File: config.mk
export PLATFORM = sky130hd
export DESIGN_NAME = rs_dispatch_scheduler
export DESIGN_NICKNAME = d
export VERILOG_FILES = /design/src/rtl/rs_dispatch_scheduler_pkg.sv /design/src/rtl/rs_age_select.sv /design/src/rtl/rs_dispatch_scheduler.sv
export SDC_FILE = /design/constraint.sdc
export NUM_CORES = 1
export LEC_CHECK = 0
export BUFFER_PORTS_ARGS = -buffer_cell sky130_fd_sc_hd__buf_2
export CAP_MARGIN = 20
export CORE_ASPECT_RATIO = 0.7
export CORE_MARGIN = 3
export CORE_UTILIZATION = 64
export DETAILED_ROUTE_END_ITERATION = 12
export PLACE_DENSITY = 0.94
export SLEW_MARGIN = 20
export SYNTH_ARGS = -nofsm -noshare
export SYNTH_HDL_FRONTEND = slang
export SYNTH_SLANG_ARGS = --single-unit
File: constraint.sdc
create_clock -name clock -period 5.85 [get_ports clock]
set_clock_uncertainty 0.15 [all_clocks]
set_input_delay 1.17 -clock clock [delete_from_list [all_inputs] [get_ports clock]]
set_output_delay 1.17 -clock clock [all_outputs]
set_load 0.02 [all_outputs]
File: src/rtl/rs_dispatch_scheduler_pkg.sv
// Shared definitions for the four-entry reservation station: CDB field layout,
// unit encoding and per-entry state.
package rs_dispatch_scheduler_pkg;

  localparam int ENTRIES = 4;
  localparam int DATA_W  = 10;
  localparam int OP_W    = 3;
  localparam int TAG_W   = 2;

  localparam int CDB_DEST_HI = 15;
  localparam int CDB_DEST_LO = 13;
  localparam int CDB_TAG_HI  = 12;
  localparam int CDB_TAG_LO  = 11;
  localparam int CDB_UNIT    = 10;
  localparam int CDB_DATA_HI = 9;

  localparam logic [15:0] CDB_INVALID = 16'hFFFF;
  localparam logic        UNIT_ALU    = 1'b1;
  localparam logic        UNIT_LDSD   = 1'b0;

  typedef enum logic [1:0] {
    ST_FREE  = 2'd0,
    ST_WAIT  = 2'd1,
    ST_READY = 2'd2,
    ST_EXEC  = 2'd3
  } entry_state_e;

  typedef struct packed {
    logic [OP_W-1:0]   op;
    logic              unit;
    logic [2:0]        dest;
    logic              s1_rdy;
    logic [DATA_W-1:0] s1_val;
    logic [TAG_W-1:0]  s1_tag;
    logic              s2_rdy;
    logic [DATA_W-1:0] s2_val;
    logic [TAG_W-1:0]  s2_tag;
  } entry_t;

endpackage

File: src/rtl/rs_age_select.sv
// Oldest-ready picker: grants the ready entry whose rank beats every other
// ready entry; equal ranks fall back to the lower index.
module rs_age_select
  import rs_dispatch_scheduler_pkg::*;
#(
  parameter int N = ENTRIES
) (
  input  logic [N-1:0]            ready,
  input  logic [N-1:0][TAG_W-1:0] rank,
  output logic [N-1:0]            grant,
  output logic                    valid
);

  for (genvar gi = 0; gi < N; gi++) begin : g_cand
    logic [N-1:0] beats;
    for (genvar gj = 0; gj < N; gj++) begin : g_vs
      if (gi == gj) begin : g_self
        assign beats[gj] = 1'b1;
      end else if (gi < gj) begin : g_lo
        assign beats[gj] = !ready[gj] || (rank[gi] >= rank[gj]);
      end else begin : g_hi
        assign beats[gj] = !ready[gj] || (rank[gi] > rank[gj]);
      end
    end
    assign grant[gi] = ready[gi] && (&beats);
  end

  assign valid = |ready;

endmodule

File: src/rtl/rs_dispatch_scheduler.sv
// Four-entry reservation station: issue allocation, CDB operand snoop,
// oldest-first dispatch to ALU and load/store units, release on own CDB tag.
module rs_dispatch_scheduler
  import rs_dispatch_scheduler_pkg::*;
(
  input  logic              clock,
  input  logic              reset,
  input  logic              issue_valid,
  output logic              issue_ready,
  output logic [TAG_W-1:0]  issue_tag,
  input  logic [OP_W-1:0]   issue_op,
  input  logic              issue_unit,
  input  logic [2:0]        issue_dest,
  input  logic              issue_s1_rdy,
  input  logic              issue_s2_rdy,
  input  logic [DATA_W-1:0] issue_s1_val,
  input  logic [DATA_W-1:0] issue_s2_val,
  input  logic [TAG_W-1:0]  issue_s1_tag,
  input  logic [TAG_W-1:0]  issue_s2_tag,
  input  logic [15:0]       cdb,
  input  logic              alu_busy,
  input  logic              ldsd_busy,
  output logic              alu_valid,
  output logic              ldsd_valid,
  output logic [OP_W-1:0]   alu_op,
  output logic [OP_W-1:0]   ldsd_op,
  output logic [DATA_W-1:0] alu_a,
  output logic [DATA_W-1:0] alu_b,
  output logic [DATA_W-1:0] ldsd_a,
  output logic [DATA_W-1:0] ldsd_b,
  output logic [TAG_W-1:0]  alu_tag,
  output logic [TAG_W-1:0]  ldsd_tag,
  output logic [2:0]        alu_dest,
  output logic [2:0]        ldsd_dest
);

  entry_state_e                state_reg [ENTRIES];
  entry_state_e                state_next[ENTRIES];
  entry_t                      ent_reg   [ENTRIES];
  entry_t                      ent_next  [ENTRIES];
  logic [ENTRIES-1:0][TAG_W-1:0] rank_reg, rank_next;

  logic              cdb_valid;
  logic [TAG_W-1:0]  cdb_tag;
  logic [DATA_W-1:0] cdb_data;
  logic [ENTRIES-1:0] free_mask, alu_rdy_mask, ldsd_rdy_mask, alu_grant, ldsd_grant;
  logic alu_sel_valid, ldsd_sel_valid, alu_fire, ldsd_fire, issue_fire, freed_any;
  logic [TAG_W-1:0] freed_rank, alu_sel_tag, ldsd_sel_tag;
  entry_t alu_sel_ent, ldsd_sel_ent;

  assign cdb_valid = (cdb != CDB_INVALID);
  assign cdb_tag   = cdb[CDB_TAG_HI:CDB_TAG_LO];
  assign cdb_data  = cdb[CDB_DATA_HI:0];

  for (genvar gi = 0; gi < ENTRIES; gi++) begin : g_mask
    assign free_mask[gi]     = (state_reg[gi] == ST_FREE);
    assign alu_rdy_mask[gi]  = (state_reg[gi] == ST_READY) && (ent_reg[gi].unit == UNIT_ALU);
    assign ldsd_rdy_mask[gi] = (state_reg[gi] == ST_READY) && (ent_reg[gi].unit == UNIT_LDSD);
  end

  assign issue_ready = |free_mask;
  assign issue_fire  = issue_valid && issue_ready;
  assign freed_any   = cdb_valid && (state_reg[cdb_tag] == ST_EXEC);
  assign freed_rank  = rank_reg[cdb_tag];

  always_comb begin
    issue_tag = '0;
    for (int i = ENTRIES - 1; i >= 0; i--)
      if (free_mask[i]) issue_tag = TAG_W'(i);
  end

  rs_age_select #(.N(ENTRIES)) u_alu_sel (
    .ready(alu_rdy_mask), .rank(rank_reg), .grant(alu_grant), .valid(alu_sel_valid)
  );
  rs_age_select #(.N(ENTRIES)) u_ldsd_sel (
    .ready(ldsd_rdy_mask), .rank(rank_reg), .grant(ldsd_grant), .valid(ldsd_sel_valid)
  );

  assign alu_fire  = alu_sel_valid && !alu_busy;
  assign ldsd_fire = ldsd_sel_valid && !ldsd_busy;

  always_comb begin
    alu_sel_ent  = '0;
    alu_sel_tag  = '0;
    ldsd_sel_ent = '0;
    ldsd_sel_tag = '0;
    for (int i = 0; i < ENTRIES; i++) begin
      if (alu_grant[i]) begin
        alu_sel_ent = ent_reg[i];
        alu_sel_tag = TAG_W'(i);
      end
      if (ldsd_grant[i]) begin
        ldsd_sel_ent = ent_reg[i];
        ldsd_sel_tag = TAG_W'(i);
      end
    end
  end

  // Ranks stay a dense 0..n-1 ordering of live entries: a release shifts down
  // everything older than the released entry, so ranks never collide.
  always_comb begin
    logic [2:0] sum;
    for (int i = 0; i < ENTRIES; i++) begin
      state_next[i] = state_reg[i];
      ent_next[i]   = ent_reg[i];
      rank_next[i]  = rank_reg[i];
      sum           = {1'b0, rank_reg[i]} + {2'b0, issue_fire}
                    - {2'b0, (freed_any && (freed_rank < rank_reg[i]))};
      if (state_reg[i] != ST_FREE) rank_next[i] = (sum > 3'd3) ? 2'd3 : sum[1:0];
      case (state_reg[i])
        ST_FREE: begin
          if (issue_fire && (issue_tag == TAG_W'(i))) begin
            ent_next[i].op     = issue_op;
            ent_next[i].unit   = issue_unit;
            ent_next[i].dest   = issue_dest;
            ent_next[i].s1_tag = issue_s1_tag;
            ent_next[i].s2_tag = issue_s2_tag;
            ent_next[i].s1_rdy = issue_s1_rdy || (cdb_valid && (cdb_tag == issue_s1_tag));
            ent_next[i].s2_rdy = issue_s2_rdy || (cdb_valid && (cdb_tag == issue_s2_tag));
            ent_next[i].s1_val = issue_s1_rdy ? issue_s1_val : cdb_data;
            ent_next[i].s2_val = issue_s2_rdy ? issue_s2_val : cdb_data;
            rank_next[i]       = '0;
            state_next[i] = (ent_next[i].s1_rdy && ent_next[i].s2_rdy) ? ST_READY : ST_WAIT;
          end
        end
        ST_WAIT: begin
          if (!ent_reg[i].s1_rdy && cdb_valid && (cdb_tag == ent_reg[i].s1_tag)) begin
            ent_next[i].s1_rdy = 1'b1;
            ent_next[i].s1_val = cdb_data;
          end
          if (!ent_reg[i].s2_rdy && cdb_valid && (cdb_tag == ent_reg[i].s2_tag)) begin
            ent_next[i].s2_rdy = 1'b1;
            ent_next[i].s2_val = cdb_data;
          end
          if (ent_next[i].s1_rdy && ent_next[i].s2_rdy) state_next[i] = ST_READY;
        end
        ST_READY: begin
          if ((alu_fire && alu_grant[i]) || (ldsd_fire && ldsd_grant[i]))
            state_next[i] = ST_EXEC;
        end
        ST_EXEC: begin
          if (cdb_valid && (cdb_tag == TAG_W'(i))) state_next[i] = ST_FREE;
        end
        default: state_next[i] = ST_FREE;
      endcase
    end
  end

  always_ff @(posedge clock) begin
    if (reset) begin
      for (int i = 0; i < ENTRIES; i++) begin
        state_reg[i] <= ST_FREE;
        ent_reg[i]   <= '0;
      end
      rank_reg <= '0;
    end else begin
      for (int i = 0; i < ENTRIES; i++) begin
        state_reg[i] <= state_next[i];
        ent_reg[i]   <= ent_next[i];
      end
      rank_reg <= rank_next;
    end
  end

  always_ff @(posedge clock) begin
    if (reset) begin
      alu_valid  <= 1'b0;
      alu_op     <= '0;
      alu_a      <= '0;
      alu_b      <= '0;
      alu_tag    <= '0;
      alu_dest   <= '0;
      ldsd_valid <= 1'b0;
      ldsd_op    <= '0;
      ldsd_a     <= '0;
      ldsd_b     <= '0;
      ldsd_tag   <= '0;
      ldsd_dest  <= '0;
    end else begin
      alu_valid  <= alu_fire;
      ldsd_valid <= ldsd_fire;
      if (alu_fire) begin
        alu_op   <= alu_sel_ent.op;
        alu_a    <= alu_sel_ent.s1_val;
        alu_b    <= alu_sel_ent.s2_val;
        alu_tag  <= alu_sel_tag;
        alu_dest <= alu_sel_ent.dest;
      end
      if (ldsd_fire) begin
        ldsd_op   <= ldsd_sel_ent.op;
        ldsd_a    <= ldsd_sel_ent.s1_val;
        ldsd_b    <= ldsd_sel_ent.s2_val;
        ldsd_tag  <= ldsd_sel_tag;
        ldsd_dest <= ldsd_sel_ent.dest;
      end
    end
  end

endmodule

; ---- Yosys cells after proc, flatten, opt, wreduce, memory -nomap -nowiden
; Memory sizes are Yosys's and may differ from the RTL's.
; Index checks and enable logic that the tools add are counted.
; W data, S select, Z words.
[word_totals]
register_bits = 66
ram_bits = 140
in_bits = 54
out_inout_bits = 61
wordCells = 331
memories = 2
[memory_table]
columns = memory, words, width, rd, rd_clocked_by_memory_dff, wr, line_no
row1 = ent_reg, 4, 33, 4, 0, 4, rs_dispatch_scheduler.sv:39  ; entry_t ent_reg [ENTRIES];
row2 = state_reg, 4, 2, 5, 0, 4, rs_dispatch_scheduler.sv:37  ; entry_state_e state_reg [ENTRIES];
[op_classes]
n_addsub = 8
n_lt_le_gt_ge = 21
eq_ne = 30
mux = 110
n_bitwise = 12
n_reduce_logical = 132
[op_table]
columns = operator, n
row1 = $mux W33, 16
row2 = $mux W11, 16
row3 = $pmux W11 S2, 8
row4 = $mux W2, 54
row5 = $logic_and A1 B1 Y1, 63
row6 = $pmux W2 S4, 4
row7 = $logic_or A1 B1 Y1, 30
row8 = $mux W7, 4
row9 = $eq A2 B2 Y1 const B, 13
row10 = $reduce_and A3 Y1, 8
row11 = $eq A2 B2 Y1, 10
row12 = $mux W10, 2
row13 = $logic_not A1 Y1, 18
row14 = $ne A16 B16 Y1 const B, 1
row15 = $add A2 B1 Y3, 4
row16 = $eq A2 B1 Y1 const B, 6
row17 = $ge A2 B2 Y1, 6
row18 = $gt A2 B2 Y1, 6
row19 = $gt A3 B2 Y1 const B, 4
row20 = $logic_not A2 Y1, 6
row21 = $reduce_or A4 Y1, 3
row22 = $sub A3 B1 Y3, 4
row23 = $lt A2 B2 Y1, 4
row24 = $or A1 B1 Y1, 8
row25 = other kinds (5), 15

; ---- Logic depth before layout (Yosys ltp)
; An unclocked memory read counts as a cell.
[logic_depth]
word_depth = 12
mapped_depth = 14
depth_no_buf = 13

; ---- Modules after synthesis
; Synthesis repeated with hierarchy kept, for this count alone.
[unflattened]
hier_cells = 1665
hier_area_um2 = 12090.3
[modules_own_cells]
columns = module, n_inst, cells_per_inst, area_per_inst_um2, seq_area_each_um2
row1 = rs_dispatch_scheduler, 1, 1563, 11337.1, 4124.0
row2 = rs_age_select, 2, 51, 376.6, 0.0

; ---- Worst setup path before layout
; No wires, ideal clock.
[synth_path]
path_type = input to register
from = input cdb[11]
to = register rank_reg[0] (netlist name)
setup_ns = 0.122
arrival_ns = 3.834
t_required_ns = 5.578
slack_ns = 1.744
cell_stages = 11
path_buffers = 2
cell_sequence = buf_2 buf_2 mux4_2 ha_1 a211oi_1 ha_1 inv_1 ha_1 fa_1 xnor2_1 o311a_1
[synth_between]
elab_chain_len = 10
word_cells_on_any_way = 14
classes_between = add/sub (1) / order compare (2) / eq/ne (2) / mux (6) / reduce/logical (2) / memory (1)
[synth_lines]
columns = item, line_no
row1 = start: declaration, rs_dispatch_scheduler.sv:20  ; input logic [15:0] cdb,
row2 = $bmux W2 S2 / $mem_v2 Z4 W2 (equally long branches), n/a
row3 = $mux W2 (not written as such) / $eq A2 B2 Y1 (equally long branches), "rs_dispatch_scheduler.sv:64, rs_dispatch_scheduler.sv:63"
row4 = $lt A2 B2 Y1 / $logic_and A1 B1 Y1 (equally long branches), "rs_dispatch_scheduler.sv:108, rs_dispatch_scheduler.sv:63"
row5 = $logic_and A1 B1 Y1 *, rs_dispatch_scheduler.sv:108  ; - {2'b0, (freed_any && (freed_rank < rank_reg[i]))};
row6 = $sub A3 B1 Y3 *, rs_dispatch_scheduler.sv:108
row7 = $gt A3 B2 Y1, rs_dispatch_scheduler.sv:109  ; if (state_reg[i] != ST_FREE) rank_next[i] = (sum > 3'd3) ? 2'd3 : sum[1:0];
row8 = $mux W2 * (2 in a row), rs_dispatch_scheduler.sv:109
row9 = $mux W2, rs_dispatch_scheduler.sv:112  ; if (issue_fire && (issue_tag == TAG_W'(i))) begin
row10 = $mux W2 *, rs_dispatch_scheduler.sv:110  ; case (state_reg[i])
row11 = end signal: assignment, rs_dispatch_scheduler.sv:161  ; rank_reg <= rank_next;
row12 = end: declaration, rs_dispatch_scheduler.sv:41  ; logic [ENTRIES-1:0][TAG_W-1:0] rank_reg, rank_next;
; Every way passes the cells marked *; elsewhere a longest branch is shown, timed or not. The select of a mux whose other input is x is not followed.
; A chain may end at the register's enable or synchronous reset.

; ---- Worst setup path after layout
[layout_path]
from = input cdb[11]
to = register rank_reg[1] (netlist name)
; The elaborated chain is that of the path after synthesis.

==> report_table.html <==
<table>
<tr><th>Metric</th><th>Value</th></tr>
<tr><th colspan="2">Layout</th></tr>
<tr><td>Number of flip-flops under the largest register name</td><td>132</td></tr>
<tr><td>Share of post-route cells with drive strength above 1</td><td>0.1306</td></tr>
<tr><td>Layout filler cell count</td><td>1,311</td></tr>
<tr><td>Area of the multi-input gates</td><td>6753 sq um</td></tr>
<tr><td>Layout overhead on the synthesized area</td><td>10.41%</td></tr>
<tr><td>Top library cells by usage in the layout, fill and taps aside</td><td>sky130_fd_sc_hd__nor2_1, sky130_fd_sc_hd__dfxtp_1, sky130_fd_sc_hd__a21oi_1</td></tr>
<tr><td>Register area</td><td>4124 sq um</td></tr>
<tr><td>Post-layout net count</td><td>1,580</td></tr>
<tr><td>Commonest non-fill, non-tap cell in the layout</td><td>sky130_fd_sc_hd__nor2_1</td></tr>
<tr><td>Total inserted antenna cells</td><td>0</td></tr>
<tr><th colspan="2">Clock tree</th></tr>
<tr><td>Root Buffer</td><td>sky130_fd_sc_hd__clkbuf_16</td></tr>
<tr><td>Number of buffers added to fix hold violations after cts</td><td>0</td></tr>
<tr><td>Number of gates resized after cts</td><td>0</td></tr>
<tr><td>Inserted Clock Buffers</td><td>21</td></tr>
<tr><td>Clock slew at the register clock pins of the worst setup and hold paths</td><td>0.06 ns</td></tr>
<tr><td>Worst-Skew Late Latency</td><td>0.51 ns</td></tr>
<tr><td>Number of buffers on the longest clock path</td><td>3</td></tr>
<tr><td>Number of clock sinks</td><td>206</td></tr>
<tr><td>Buffers inserted during post-CTS setup optimization</td><td>0</td></tr>
<tr><td>H-tree depth</td><td>1</td></tr>
<tr><td>Clock tree from TritonCTS</td><td>done</td></tr>
<tr><th colspan="2">Power and ir drop</th></tr>
<tr><td>Gate power share</td><td>0.426</td></tr>
<tr><td>Power Density</td><td>446.7 nW/um^2</td></tr>
<tr><td>Static Leakage</td><td>4.780 nW</td></tr>
<tr><td>Internal Power</td><td>0.003169 W</td></tr>
<tr><td>Part of the power in registers</td><td>0.345</td></tr>
<tr><td>Fraction of power consumed by the clock network</td><td>0.228</td></tr>
<tr><td>Total power draw</td><td>0.005649 W</td></tr>
<tr><td>Worst VDD drop</td><td>250.9 uV</td></tr>
<tr><td>Switching power</td><td>0.002480 W</td></tr>
<tr><td>Switching power as a share of total power</td><td>0.4390</td></tr>
<tr><th colspan="2">Routing</th></tr>
<tr><td>Antenna viol nets, final</td><td>0</td></tr>
<tr><td>Initial detailed-routing violation count</td><td>2,827</td></tr>
<tr><td>Final Routed Wirelength</td><td>41,040 microns</td></tr>
<tr><td>Total iterations of the first detailed-routing run</td><td>10</td></tr>
<tr><td>Number of remaining DRC errors</td><td>0</td></tr>
<tr><td>Via/cell ratio</td><td>7.146</td></tr>
<tr><td>Detail-routed net length per standard cell</td><td>23.81 microns</td></tr>
<tr><td>DR vias</td><td>12,320</td></tr>
<tr><th colspan="2">Placed design</th></tr>
<tr><td>Final HPWL from detailed placement</td><td>27,500 microns</td></tr>
<tr><td>Buffers added on ports</td><td>114</td></tr>
<tr><td>Routability congestion estimate from global placement</td><td>1.014</td></tr>
<tr><th colspan="2">Flow run</th></tr>
<tr><td>Count of max-cap constraint violations</td><td>0</td></tr>
<tr><th colspan="2">Floorplanning</th></tr>
<tr><td>Die area</td><td>19,560 sq um</td></tr>
<tr><td>Starting density of the core</td><td>0.6596</td></tr>
<tr><td>Height of the die</td><td>117.9 microns</td></tr>
<tr><td>Floorplan die width</td><td>165.9 microns</td></tr>
<tr><td>Number of rows in the core area</td><td>40</td></tr>
<tr><td>Num ports</td><td>115</td></tr>
<tr><td>Core Box Area</td><td>17,370 sq um</td></tr>
<tr><th colspan="2">GRT</th></tr>
<tr><td>Total grt overflow</td><td>0</td></tr>
<tr><td>Largest net degree at the start of global routing</td><td>139</td></tr>
<tr><td>Initial antenna violation count</td><td>1</td></tr>
<tr><td>Wire length of the first global-routing pass</td><td>62,980 microns</td></tr>
<tr><td>Via count of the first global-routing pass</td><td>11,270</td></tr>
<tr><td>All-layer global routing usage</td><td>0.3980</td></tr>
<tr><th colspan="2">Critical path</th></tr>
<tr><td>Critical Setup Path Class</td><td>in2reg</td></tr>
<tr><td>Peak fanout along the critical path</td><td>21</td></tr>
<tr><td>Nature of the critical path endpoint</td><td>register</td></tr>
<tr><td>Signal arrival time at the worst endpoint</td><td>4.42 ns</td></tr>
<tr><td>Data required time at the worst endpoint</td><td>6.05 ns</td></tr>
<tr><td>Startpoint types</td><td>primary input</td></tr>
<tr><th colspan="2">Outcome</th></tr>
<tr><td>Outcome</td><td>finished, final reports clean</td></tr>
<tr><th colspan="2">Hold path</th></tr>
<tr><td>Kind of path behind the tightest hold check</td><td>reg2reg</td></tr>
<tr><th colspan="2">Synth</th></tr>
<tr><td>EDFF count, synth</td><td>0</td></tr>
<tr><td>Share of synthesized area occupied by flip-flops and latches</td><td>0.3600</td></tr>
<tr><td>Number of flip-flops and latches in the synthesized netlist</td><td>206</td></tr>
<tr><td>Post-synthesis cell count</td><td>1,457</td></tr>
<tr><td>Average cell area after synthesis</td><td>7.862 sq um</td></tr>
<tr><td>Fraction of synthesis flops using an asynchronous set or reset pin</td><td>0</td></tr>
<tr><td>Synth Warn #</td><td>0</td></tr>
<tr><td>Most frequently used flop master after synthesis</td><td>sky130_fd_sc_hd__dfxtp_1</td></tr>
<tr><td>Mapped Area</td><td>11,450 sq um</td></tr>
<tr><td>Syn nets</td><td>1,556</td></tr>
<tr><td>Library cells used by synthesis</td><td>75</td></tr>
<tr><th colspan="2">STA</th></tr>
<tr><td>Unrepaired setup endpoints after global routing</td><td>false</td></tr>
<tr><td>Final hold viol count</td><td>0</td></tr>
<tr><td>Maximum frequency from static timing analysis</td><td>237.0 MHz</td></tr>
<tr><td>Portion of the clock cycle consumed by the worst path in the final layout</td><td>0.7212</td></tr>
<tr><td>Final slew viol count</td><td>0</td></tr>
<tr><td>Post-route setup TNS</td><td>0 ns</td></tr>
<tr><td>Rel. slew slack</td><td>0.2007</td></tr>
<tr><td>Crit path time final</td><td>4.219 ns</td></tr>
<tr><td>Actual transition at the worst max-transition pin</td><td>1.199 ns</td></tr>
<tr><td>Final setup vio count</td><td>0</td></tr>
</table>
[power groups by stage]
stage	logic, W	clock network [W]	registers, W
6_report	0.00241	0.00129	0.00195
5_1_grt	0.00256	0.00134	0.00197
4_1_cts	0.00229	0.00128	0.00193
3_5_place_dp	0.00228	0	0.00195
3_3_place_gp	0.00221	0	0.00194
2_1_floorplan	0.00160	0	0.00190
[path summary, 6_finish.rpt]
path / from / endpoint / slack (ns) / cells past startpoint
hold reg to reg: ent_reg[1][13] / ent_reg[1][13] / 0.32 / 2
hold / removal: ent_reg[1][13] / ent_reg[1][13] / 0.32 / 2
setup reg to reg: rank_reg[1] / ldsd_b[8] / 1.92 / 8
setup / recovery: cdb[11] / rank_reg[1] / 1.63 / 12
[cells in the mapped netlist (all sizes together) (4+ instances only)]
cell type	count	area (sq um)
xor2	18	157.7
dfxtp	206	4124
o32ai	27	236.5
inv	32	120.1
nand2	120	450.4
o2111ai	5	50.04
mux2i	32	320.3
a311oi	5	43.79
buf	26	128.9
a211oi	99	753.2
and2	29	181.4
a21oi	159	799.5
o21ai	41	209.0
a221oi	54	473.0
xnor2	6	52.55
clkbuf	106	397.9
nor2	238	895.9
nand4	6	37.54
and3	9	61.31
nand2b	10	62.56
o221a	6	67.56
a31oi	31	193.9
fa	4	80.08
o21bai	4	30.03
ha	41	513.0
nand3	7	35.03
nor3	39	211.5
o22ai	27	168.9
o211ai	4	30.03
nor2b	19	118.9
[critical path, cell delays in order]
cell and delay, ns:
sky130_fd_sc_hd__buf_2 0.44, sky130_fd_sc_hd__nand4_1 0.19, sky130_fd_sc_hd__or4_1 0.77, sky130_fd_sc_hd__o211ai_1 0.35, sky130_fd_sc_hd__a211oi_1 0.12, sky130_fd_sc_hd__ha_1 0.31
sky130_fd_sc_hd__inv_1 0.04, sky130_fd_sc_hd__ha_1 0.19, sky130_fd_sc_hd__fa_1 0.42, sky130_fd_sc_hd__nor2b_1 0.15, sky130_fd_sc_hd__o21ai_0 0.17, sky130_fd_sc_hd__a21oi_1 0.09
[area by class of cell]
type | count | area share
multi-input combinational | 1087 | 0.5339
sequential | 206 | 0.3261
timing repair buffer | 133 | 0.05689
clock buffer | 29 | 0.04788
tap | 231 | 0.02285
inverter | 32 | 0.009497
clock inverter | 6 | 0.002869
[kinds of logic (layout without fill, tap and decap cells)]
family	after synthesis	in the layout	synth area share
compound gates	495	495	0.2928
simple gates	486	486	0.1854
flops	206	206	0.3600
buf+inv	164	200	0.05647
fa+ha+maj	45	45	0.05178
mux	37	37	0.03517
xor+xnor	24	24	0.01835
[layer usage]
layer,routed length [microns],GRT usage,up-vias
met3,7854,0.1957,217
li1,-,-,5367
met2,15990,0.5571,1093
met1,15530,0.5453,5636
met4,1592,0.1070,6
met5,71,0,-
[per-stage QoR]
step / area (sq um) / hold WS [ns] / setup WS [ns] / utilization / cells
floorplan: 11450 / 0.2966 / 1.744 / - / 1457
global placement: 12000 / 0.3039 / 1.337 / 0.6911 / 1689
detailed placement: 12000 / 0.3110 / 1.188 / 0.6911 / 1689
CTS: 12640 / 0.3203 / 1.708 / 0.7280 / 1724
global route: 12650 / 0.3462 / 1.458 / 0.7282 / 1724
finish: 12650 / 0.3211 / 1.631 / 0.7282 / 1724
(Power assumes the default switching activity.)
